## src/rtl/fetch_unit.sv

```systemverilog
// IF stage: owns the PC, issues one outstanding imem fetch, loads IF/ID.
// Define MISALIGN_TRAP_EN to trap on redirect targets with bit 1 set.
module fetch_unit #(
    parameter int unsigned     XLEN      = 32,
    parameter logic [XLEN-1:0] RESET_PC  = '0,
    parameter logic [XLEN-1:0] NOP_INSTR = XLEN'(32'h0000_0013)
) (
    input  logic            clk,
    input  logic            clk_en,
    input  logic            rst_n,
    input  logic            branch_taken,
    input  logic [XLEN-1:0] jump_address,
    input  logic            stall,
    output logic            imem_req,
    output logic [XLEN-1:0] imem_addr,
    input  logic            imem_gnt,
    input  logic            imem_rvalid,
    input  logic [XLEN-1:0] imem_rdata,
    output logic            if_id_valid,
    output logic [XLEN-1:0] if_id_pc,
    output logic [XLEN-1:0] if_id_instr,
    output logic            misaligned_trap
);

`ifdef MISALIGN_TRAP_EN
    typedef enum logic [2:0] {
        ST_BOOT, ST_REQ, ST_WAIT, ST_HOLD, ST_TRAP
    } state_t;
`else
    typedef enum logic [1:0] {
        ST_BOOT, ST_REQ, ST_WAIT, ST_HOLD
    } state_t;
`endif

    state_t          state, state_nxt;
    logic [XLEN-1:0] pc, inflight_pc, skid_instr;
    logic [XLEN-1:0] target, pc_seq;
    logic            kill, free, redirect, granted;
    logic            rsp_seen, take_rsp, take_skid;
    logic            unused_bits;
`ifdef MISALIGN_TRAP_EN
    logic            bad_target;
`endif

    assign unused_bits = ^jump_address[1:0];

    always_comb begin
        free     = !if_id_valid || !stall;
        redirect = branch_taken && if_id_valid && !stall;
        granted  = (state == ST_REQ) && imem_gnt;
        pc_seq   = inflight_pc + XLEN'(4);
`ifdef MISALIGN_TRAP_EN
        target     = {jump_address[XLEN-1:1], 1'b0};
        bad_target = target[1];
        // TRAP still drains a response that was granted before the trap
        rsp_seen   = imem_rvalid
                     && (state == ST_WAIT || state == ST_TRAP);
`else
        target   = {jump_address[XLEN-1:2], 2'b00};
        rsp_seen = imem_rvalid && (state == ST_WAIT);
`endif
        take_rsp  = rsp_seen && (state == ST_WAIT) && !kill
                    && free && !redirect;
        take_skid = (state == ST_HOLD) && free && !redirect;
    end

    always_ff @(posedge clk) begin
        if (!rst_n) begin
            state <= ST_BOOT;
        end else if (clk_en) begin
            state <= state_nxt;
        end
    end

    always_comb begin
        state_nxt = state;
        unique case (state)
            ST_BOOT: state_nxt = ST_REQ;
            ST_REQ:  if (imem_gnt) state_nxt = ST_WAIT;
            ST_WAIT: begin
                if (imem_rvalid) begin
                    state_nxt = (kill || free) ? ST_REQ : ST_HOLD;
                end
            end
            ST_HOLD: if (free) state_nxt = ST_REQ;
            default: state_nxt = state;
        endcase
`ifdef MISALIGN_TRAP_EN
        if (redirect && bad_target) state_nxt = ST_TRAP;
`endif
    end

    always_comb begin
        imem_req  = clk_en && (state == ST_REQ);
        imem_addr = pc;
    end

    always_ff @(posedge clk) begin
        if (!rst_n) begin
            pc          <= RESET_PC;
            inflight_pc <= RESET_PC;
            skid_instr  <= NOP_INSTR;
            kill        <= 1'b0;
            if_id_valid <= 1'b0;
            if_id_pc    <= '0;
            if_id_instr <= NOP_INSTR;
        end else if (clk_en) begin
            if (granted) inflight_pc <= pc;
            if (state == ST_WAIT && imem_rvalid) begin
                skid_instr <= imem_rdata;
            end

            if (redirect) begin
                pc <= target;
            end else if (take_rsp || take_skid) begin
                pc <= pc_seq;
            end

            // a still-outstanding request must be dropped on arrival
            if (redirect && (granted
                    || (state == ST_WAIT && !imem_rvalid))) begin
                kill <= 1'b1;
            end else if (rsp_seen) begin
                kill <= 1'b0;
            end

            if (redirect) begin
                if_id_valid <= 1'b0;
                if_id_instr <= NOP_INSTR;
            end else if (take_rsp) begin
                if_id_valid <= 1'b1;
                if_id_pc    <= inflight_pc;
                if_id_instr <= imem_rdata;
            end else if (take_skid) begin
                if_id_valid <= 1'b1;
                if_id_pc    <= inflight_pc;
                if_id_instr <= skid_instr;
            end else if (free) begin
                if_id_valid <= 1'b0;
            end
        end
    end

`ifdef MISALIGN_TRAP_EN
    always_ff @(posedge clk) begin
        if (!rst_n) begin
            misaligned_trap <= 1'b0;
        end else if (clk_en && redirect && bad_target) begin
            misaligned_trap <= 1'b1;
        end
    end
`else
    assign misaligned_trap = 1'b0;
`endif

endmodule
```

## config.mk

```make
export PLATFORM = sky130hd
export DESIGN_NAME = fetch_unit
export DESIGN_NICKNAME = d
export VERILOG_FILES = /design/src/rtl/fetch_unit.sv
export SDC_FILE = /design/constraint.sdc
export NUM_CORES = 1
export LEC_CHECK = 0
export CELL_PAD_IN_SITES_DETAIL_PLACEMENT = 0
export CELL_PAD_IN_SITES_GLOBAL_PLACEMENT = 2
export CORE_MARGIN = 2
export CORE_UTILIZATION = 28
export DETAILED_ROUTE_END_ITERATION = 8
export GPL_TIMING_DRIVEN = 0
export MAX_ROUTING_LAYER = met4
export PLACE_DENSITY = 0.88
export SLEW_MARGIN = 10
export SYNTH_ARGS = -nofsm -noshare
export SYNTH_HDL_FRONTEND = slang
export SYNTH_SLANG_ARGS = --single-unit
```

## constraint.sdc

```tcl
create_clock -name clk -period 2.81 [get_ports clk]
set_input_delay 0.281 -clock clk [delete_from_list [all_inputs] [get_ports clk]]
set_output_delay 0.281 -clock clk [all_outputs]
set_load 0.05 [all_outputs]
```

---- Word-level counts from Yosys, hierarchy flattened ----
Cells that the tools add are included.
word-level totals
  register bits after elaboration ......... 164
  bits in latches ......................... 0
  memory bits (writable) .................. 0
  bits in read-only memories .............. 0
  bits of input ports ..................... 71
  output and inout port bits .............. 99
  logic and storage cells ................. 70
  memories kept ........................... 0
operators by class
  $add $sub $neg .......................... 1
  multipliers ............................. 0
  div/mod/pow operators ................... 0
  magnitude comparators ................... 0
  equal/unequal tests ..................... 6
  shift-type cells ........................ 0
  mux-type cells .......................... 18
  bitwise logic cells ..................... 1
  reductions and logical operators ........ 36
operators by type and width
  operator                                                                count
  32-bit 2-to-1 mux                                                       7
  32-bit by 3-bit adder with 32-bit output (second input constant)        1
  1-bit logical AND                                                       13
  2-bit AND reduction                                                     6
  2-bit 2-to-1 mux                                                        4
  2-bit case mux with 4 select lines                                      1
  1-bit 2-to-1 mux                                                        6
  2-bit != test (second input constant)                                   3
  2-bit nonzero test                                                      3
  1-bit zero test                                                         5
  2-bit equality test (second input constant)                             2
  1-bit logical OR                                                        4
  4-bit AND reduction                                                     1
  4-bit nonzero test                                                      1
  3-bit AND reduction                                                     1
  3-bit nonzero test                                                      1
  2-bit by 1-bit equality test with 1-bit output (second input constant)  1
  2-bit zero test                                                         1
  1-bit NOT                                                               1

---- Logic depth before layout (Yosys ltp) ----
  depth in word-level cells ............... 9
  depth in mapped cells ................... 9
  depth with buffers taken out ............ 6

---- Least setup slack after synthesis ----
No wires, ideal clock.
  kind .................................... reg2reg
  start point ............................. register if_id_valid
  end point ............................... register if_id_instr[25]
  setup time .............................. 123 ps
  arrival time ............................ 2041 ps
  required time ........................... 2687 ps
  slack ................................... 646 ps
  stages on the path, launching flop included .. 8
  buffers on the path ..................... 3
  period minus slack after synthesis ...... 2164 ps
  path through ............................ dfxtp_1 clkbuf_1 o21ai_1 and2_1 clkbuf_1 buf_1 a221oi_1 nor2_1
on the way
  longest elaborated chain between the ends .. 6
  elaborated cells on any way between the ends .. 13
  those cells by class .................... mux (2); reduce/logical (11)
RTL lines
  what                                                                line    RTL
  from (decl)                                                         19      output logic if_id_valid,
  from (signal assigned)                                              104     if_id_valid <= 1'b0;
  from (signal assigned)                                              128     if_id_valid <= 1'b0;
  from (signal assigned)                                              131     if_id_valid <= 1'b1;
  1-bit zero test or 1-bit logical AND (tied branches)                48, 49
  1-bit logical OR or 1-bit logical AND (tied branches)               48, 49
  1-bit logical AND, or another cell as far along                     63      && free && !redirect;
  1-bit logical AND, on equally long branches                         63, 64
  3-bit nonzero test (no line) or 32-bit 2-to-1 mux (tied branches)   -
  2-bit AND reduction (no line) or 32-bit 2-to-1 mux (tied branches)  -
  to (signal assigned)                                                133     if_id_instr <= imem_rdata;
  to (signal assigned)                                                137     if_id_instr <= skid_instr;
  to (decl)                                                           21      output logic [XLEN-1:0] if_id_instr,
Several ways; a longest one is shown, not always the timed one.
A chain may end at the register's enable or synchronous reset.

---- Final worst setup path ----
  start point ............................. register state[0]
  end point ............................... register if_id_instr[31]
on the way
  longest elaborated chain between the ends .. 8
  elaborated cells on any way between the ends .. 13
  those cells by class .................... eq/ne (2); mux (2); reduce/logical (9)
RTL lines
  what                                                                line    RTL
  from (decl)                                                         35      state_t state, state_nxt;
  from (signal assigned)                                              71      state <= state_nxt;
  2-bit equality test                                                 60, 62
  1-bit logical AND                                                   60      rsp_seen = imem_rvalid && (state == ST_WAIT);
  1-bit logical AND (2 in a row)                                      62      take_rsp = rsp_seen && (state == ST_WAIT) && !kill
  1-bit logical AND (2 in a row)                                      63
  3-bit nonzero test (no line) or 32-bit 2-to-1 mux (tied branches)   -
  2-bit AND reduction (no line) or 32-bit 2-to-1 mux (tied branches)  -
Several ways; a longest one is shown, not always the timed one.

==> flow_metrics.env <==
export IMPL_die_area_um2=26400
export IMPL_die_w_um=162
export IMPL_hpwlAfterDp_um=18400
export IMPL_holdCritPathClass="in -> reg"
export IMPL_ant_nets=0
export IMPL_hold_path_depth=3
export IMPL_min_to="if_id_valid"
export IMPL_timing_rr_end="if_id_instr[31]"
export IMPL_drc=0
export IMPL_grtUsageTotal=0.201
export IMPL_synth_edf_count=0
export IMPL_fin_area_um2=9690
export IMPL_clock_path_buffers=2
export IMPL_drv_slew=0
export IMPL_synth_main_ff_cell="dfxtp_1"
export IMPL_cp_required_ns=3.18
export IMPL_leakagePower_nw=3.25
export IMPL_endpoint_kind="register"
export IMPL_place_congestion=0.841
export IMPL_synth_common_cells="nand2_1, dfxtp_1, a21oi_1, clkbuf_1, o21ai_0"
export IMPL_die_h_um=162
export IMPL_final_period_utilization=0.893
export IMPL_finalCriticalPeriod_ns=2.51
export IMPL_cts_root_buf="clkbuf_16"
export IMPL_fin_total_pwr_mw=5.11
export IMPL_grt_setup_unrepaired="false"
export IMPL_cp_start_kind="register"
export IMPL_drive_gt1_frac=0.0583
export IMPL_crit_fanout=10
export IMPL_num_rows=57
export IMPL_clock_sinks=164
export IMPL_yosys_warnings=0
export IMPL_rr_startpoint="state[0]"
export IMPL_vias=6993
export IMPL_syn_avg_cell_area_um2=8.11
export IMPL_grt_overflow=0
export IMPL_setup_violations=0
export IMPL_drt_pass1_iterations=5
export IMPL_antenna_found_initial=0
export IMPL_ios=170
export IMPL_cts_htree_levels=4
export IMPL_drv_cap=0
export IMPL_yosysTopAreaCell="dfxtp_1"
export IMPL_diodes=0
export IMPL_vdd_ir_drop_max_mv=0.316
export IMPL_reg2reg_slack_ns=0.30
export IMPL_drt_iter0_drc=467
export IMPL_start_util=0.287
export IMPL_layout_setup_ws_ns=0.302
export IMPL_synth_cell_type_count=67
export IMPL_io_buffers=165
export IMPL_yosysMostFrequentCell="nand2_1"
export IMPL_netlist_area_um2=7030
export IMPL_wl_um=25400
export IMPL_synthToLayoutAreaGrowth_pct=37.9
export IMPL_cts_tree="done"
export IMPL_clock_latency_ns=0.43
export IMPL_wire_per_inst_um=18.3
export IMPL_max_freq_ghz=0.399
export IMPL_utilization=0.396
export IMPL_finalHoldViolCount=0
export IMPL_setup_tns_ns=0
export IMPL_seq_area_frac_synth=0.467
export IMPL_place_area_um2=9090
export IMPL_cts_buffers=17
export IMPL_grt_pass1_vias=6906
export IMPL_final_net_count=1126
export IMPL_fill_cells=2538
export IMPL_relSlewSlack=0.442
export IMPL_synth_seq_cells=164
export IMPL_path_class="reg -> reg"
export IMPL_fin_worst_skew_ns=0.0103
export IMPL_synth_top_area_share=0.467
export IMPL_core_um2=24500
export IMPL_status="complete, no violations"
export IMPL_worstHoldStart="stall"
export IMPL_path_buf_inv=4
export IMPL_pre_cts_slack_ns=0.0356
export IMPL_syn_nets=942
export IMPL_final_cells=1388
export IMPL_holdBufCountCts=0
export IMPL_path_clk_slew_ns=0.07
export IMPL_critPathSlowestCell="clkbuf_1"
export IMPL_synthArstFlopShare=0
export IMPL_slowest_delay_ns=0.42
export IMPL_dp_cells=1356
export IMPL_crit_chain="inv_1, ha_1, and3b_1, buf_2, o21ai_0, clkbuf_1, clkbuf_2, a221oi_1, nor2_1"
export IMPL_tightest_slew_ns=0.834
export IMPL_worstPathArrival_ns=2.87
export IMPL_grt_max_degree=17
export IMPL_reg2reg_depth=9
export IMPL_grt_pass1_wl_um=39700
export IMPL_synthCells=867
export IMPL_vias_per_cell=5.04
export IMPL_p_per_area_nw_per_um2=527
export IMPL_holdWs_ns=0.369
export IMPL_synthTopCellsByArea="dfxtp_1, nand2_1, a21oi_1, a221oi_1, o21ai_0"
export IMPL_cp_top_family="buffers and inverters"
## where the power goes
group	switching [mW]	internal [mW]	leakage (nW)	total (mW)
Sequential	0.00925	2.34	1.32	2.35
Clock	1.08	1.36	0.282	2.45
Combinational	0.186	0.133	1.65	0.319
Total	1.28	3.83	3.25	5.11
## what timing repair did
action                     4_1_cts  5_1_grt
setup endpoints to repair        0       10
hold endpoints to repair         0        0
resized for setup                0        3
buffers inserted                 0        0
## sequential cells by signal, summed over array words and instances (netlist names)
name         cells
if_id_instr     32
if_id_pc        32
imem_addr       32
inflight_pc     32
skid_instr      32
state            2
if_id_valid      1
kill             1
## logic make-up after synthesis
family	share of synthesized area
mux	0.00427
flops	0.467
simple gates	0.221
xor+xnor	0.0125
fa+ha+maj	0.00712
other cells	0.000533
buf+inv	0.0584
compound gates	0.229
## cells in the final DEF (no fill, tap or decap), types with 4 or more instances in the layout
cell / count
ha_1: 4
clkbuf_1: 55
clkinvlp_4: 5
and4_1: 6
nand2b_1: 5
dfxtp_1: 164
o21ai_0: 44
nor3_1: 5
buf_2: 5
a22o_1: 4
a31oi_1: 5
o2111ai_1: 5
a22oi_1: 10
and3_1: 4
clkdlybuf4s50_1: 165
o31ai_1: 4
buf_4: 5
nand3_1: 26
clkbuf_16: 17
inv_1: 7
a221oi_1: 29
and2_1: 5
nor2_1: 39
xnor2_1: 7
or4_1: 9
o211ai_1: 10
buf_6: 7
o22ai_1: 8
o221ai_1: 8
a21oi_1: 104
nand4_1: 12
nand2_1: 211
## worst reg2reg max path: cells and delay by family (launching register included)
family / cells / cell delay, ns
AOI/OAI and AO/OA: 2 / 0.43
adders and majority gates: 1 / 0.25
buffers and inverters: 4 / 1.01
DFF: 1 / 0.39
and+or+nand+nor: 2 / 0.37
## area by class of cell
type	instances	area [um2]	area share
Timing Repair Buffer	165	1650	0.170
Buffer	79	383	0.0395
Clock inverter	14	166	0.0172
Sequential cell	164	3280	0.339
Multi-Input combinational cell	616	3340	0.344
Tap cell	324	405	0.0418
Clock buffer	18	439	0.0453
Inverter	8	30.0	0.00310
## per-layer routing
metal,share of wire,track usage,up-vias
met3,0.067,0.0525,19
met4,0.011,0.0491,0
met2,0.46,0.315,206
li1,-,-,3453
met1,0.46,0.260,3315
met5,0,-,-
## how the worst max path moves through the flow
stage	start	to	cells after the start
floorplan	if_id_valid	if_id_instr[25]	7
global placement	branch_taken	imem_addr[5]	7
detailed placement	branch_taken	imem_addr[6]	7
CTS	state[0]	if_id_instr[26]	9
global route	if_id_valid	imem_addr[5]	6
finish	state[0]	if_id_instr[31]	9
(Power assumes the default switching activity.)
==> RTL edit, RTL diff (config.mk and constraints unchanged) <==
Re-encode `state_t` (4 states) as one-hot, 4 bits wide.
--- a/src/rtl/fetch_unit.sv
+++ b/src/rtl/fetch_unit.sv
@@ -27,8 +27,8 @@
         ST_BOOT, ST_REQ, ST_WAIT, ST_HOLD, ST_TRAP
     } state_t;
 `else
-    typedef enum logic [1:0] {
-        ST_BOOT, ST_REQ, ST_WAIT, ST_HOLD
+    typedef enum logic [3:0] {
+        ST_BOOT = 4'b0001, ST_REQ = 4'b0010, ST_WAIT = 4'b0100, ST_HOLD = 4'b1000
     } state_t;
 `endif
 
Check against the original RTL: no difference found for any inputs over 4 cycles, from zero or initial values and one cycle with rst_n low; so few cycles prove little.
==> RTL edit against the unedited design <==
- sequential cell count rose by 2
- total power is 1.9% lower
- sequential share of layout area grew 0.72 points
- register-to-register slack got worse by 0.12 ns
- die area decreased by 1.4%
- clock skew decreased by 0.00081 ns
- worst hold slack lost 0.10 ns
- worst setup slack got worse by 0.18 ns
- wire length is 4.6% lower
- critical path depth is the same
- design area fell by 0.88%
- synthesized area is 1.4% lower
- first-iteration DRC count down 16%
==> RTL edit: results (changes against the unedited design) <==
[synthesis]
synth_area_leaders = dfxtp_1 48%, nand2_1 12%, a21oi_1 7.9%, a221oi_1 3.7%, clkbuf_1 2.9%  ; was dfxtp_1 47%, nand2_1 11%, a21oi_1 7.4%, a221oi_1 3.6%, o21ai_0 3.1%
yosysSeqAreaShare_pct = 47.9  ; was 46.7%
synth_cell_types = 56  ; was 67
synth.net_count = 928  ; was 942
netlist_top_cells_count = 223 x nand2_1, 166 x dfxtp_1, 109 x a21oi_1, 54 x clkbuf_1, 45 x nor2_1  ; was 211 x nand2_1, 164 x dfxtp_1, 104 x a21oi_1, 56 x clkbuf_1, 44 x o21ai_0

[outcome]
status = finished, final reports clean  ; unchanged

[detailed_routing]
wl_met2_um = 11000  ; was 11,700 µm
num_vias = 6682  ; was 6,993
drt-initial-drc-count = 393  ; was 467

[final_layout]
drive_gt1_share_pct = 6.08  ; was 5.83%
layoutNonFillerInstCount = 1376  ; was 1,388
layout.nets = 1112  ; was 1,126

[placed_design]
dpl-instance-area_um2 = 8990  ; was 9090 µm²
dp_hpwl_um = 17800  ; was 18,400 µm
gp_congestion = 0.846  ; was 0.841

[timing]
finClkSkew_ns = 0.00952  ; was 0.0103 ns
relSlewSlack_pct = 52.7  ; was 44.2%
hold_ws_ns = 0.269  ; was 0.369 ns

[power_and_ir_drop]
switching_share_pct = 22.7  ; was 25.0%

[worst_setup_path]
cpMaxStageDelayCell = clkdlybuf4s50_1  ; was clkbuf_1
arrival_ns = 3.03  ; was 2.87 ns
reg2reg_slack_ns = 0.18  ; was 0.30 ns
r2r_end = if_id_pc[30]  ; was if_id_instr[31]
cpPeakStageDelay_ns = 0.56  ; was 0.42 ns

[global_route]
grt_pass1_wl_um = 37900  ; was 39,700 µm
first_global_vias = 6552  ; was 6,906

[min_path]
min_from = rst_n  ; was stall

-- RTL edit: repair_timing --
| item | in CTS | in global routing |
|---|---|---|
| setup endpoints to repair | 4 | 13 |
| endpoints found under the hold margin | 0 | 0 |
| buffers inserted | 0 | 0 |
| gates resized for setup | 2 | 5 |
-- RTL edit: area by class of cell --
class,instances,area (µm²)
clock inverters,14,176
fillers,2525,14700
inverters,8,30.0
well taps,324,405
plain buffers,72,308
repair buffers,165,1650
flip-flops and latches,166,3320
clock buffers,17,425
multi-input cells,610,3290
-- RTL edit: power groups by stage --
stage,Sequential [mW],Combinational (mW),Clock (mW)
finish,2.37,0.229,2.41
global route,2.37,0.245,2.58
CTS,2.37,0.230,2.46
detailed placement,2.42,0.228,0
global placement,2.42,0.229,0
floorplan,2.42,0.0741,0
-- RTL edit: logic make-up after synthesis --
logic type	count (synthesis)	synth area share (%)
AO/OA/AOI/OAI	199	18.2
XOR/XNOR	26	3.29
adder cells (fa/ha/maj)	1	0.180
buffers and inverters	80	4.84
flip-flops	166	47.9
multiplexers	5	0.722
other	1	0.0541
AND/OR/NAND/NOR	378	24.8
-- RTL edit: worst max-delay path by stage --
stage | startpoint | to | slack, ns | cells after the start
2_1_floorplan | if_id_valid | if_id_pc[16] | 0.59 | 8
3_3_place_gp | stall | if_id_instr[0] | -0.46 | 8
3_5_place_dp | stall | if_id_instr[0] | -0.47 | 8
4_1_cts | if_id_valid | if_id_instr[0] | 0.07 | 7
5_1_grt | stall | if_id_pc[30] | 0.01 | 9
6_report | stall | if_id_pc[30] | 0.13 | 9
-- RTL edit: worst max-delay path, delay by kind of cell --
| family | cells | cell delay [ns] |
|---|---|---|
| AOI/OAI and AO/OA | 3 | 0.81 |
| and+or+nand+nor | 2 | 0.29 |
| buffers and inverters | 4 | 1.64 |
-- RTL edit: metal layers --
layer  vias up  global-route usage (%)
li1       3352                       -
met1      3107                    24.7
met2       198                    30.0
met3        25                    5.60
met4         0                    5.19
met5         -                       -
-- RTL edit: metrics by stage --
| step | worst slack, ns | total power [mW] |
|---|---|---|
| 2_1_floorplan | 0.591 | 2.50 |
| 3_3_place_gp | -0.457 | 2.65 |
| 3_5_place_dp | -0.473 | 2.65 |
| 4_1_cts | 0.0707 | 5.06 |
| 5_1_grt | 0.00970 | 5.19 |
| 6_report | 0.126 | 5.01 |
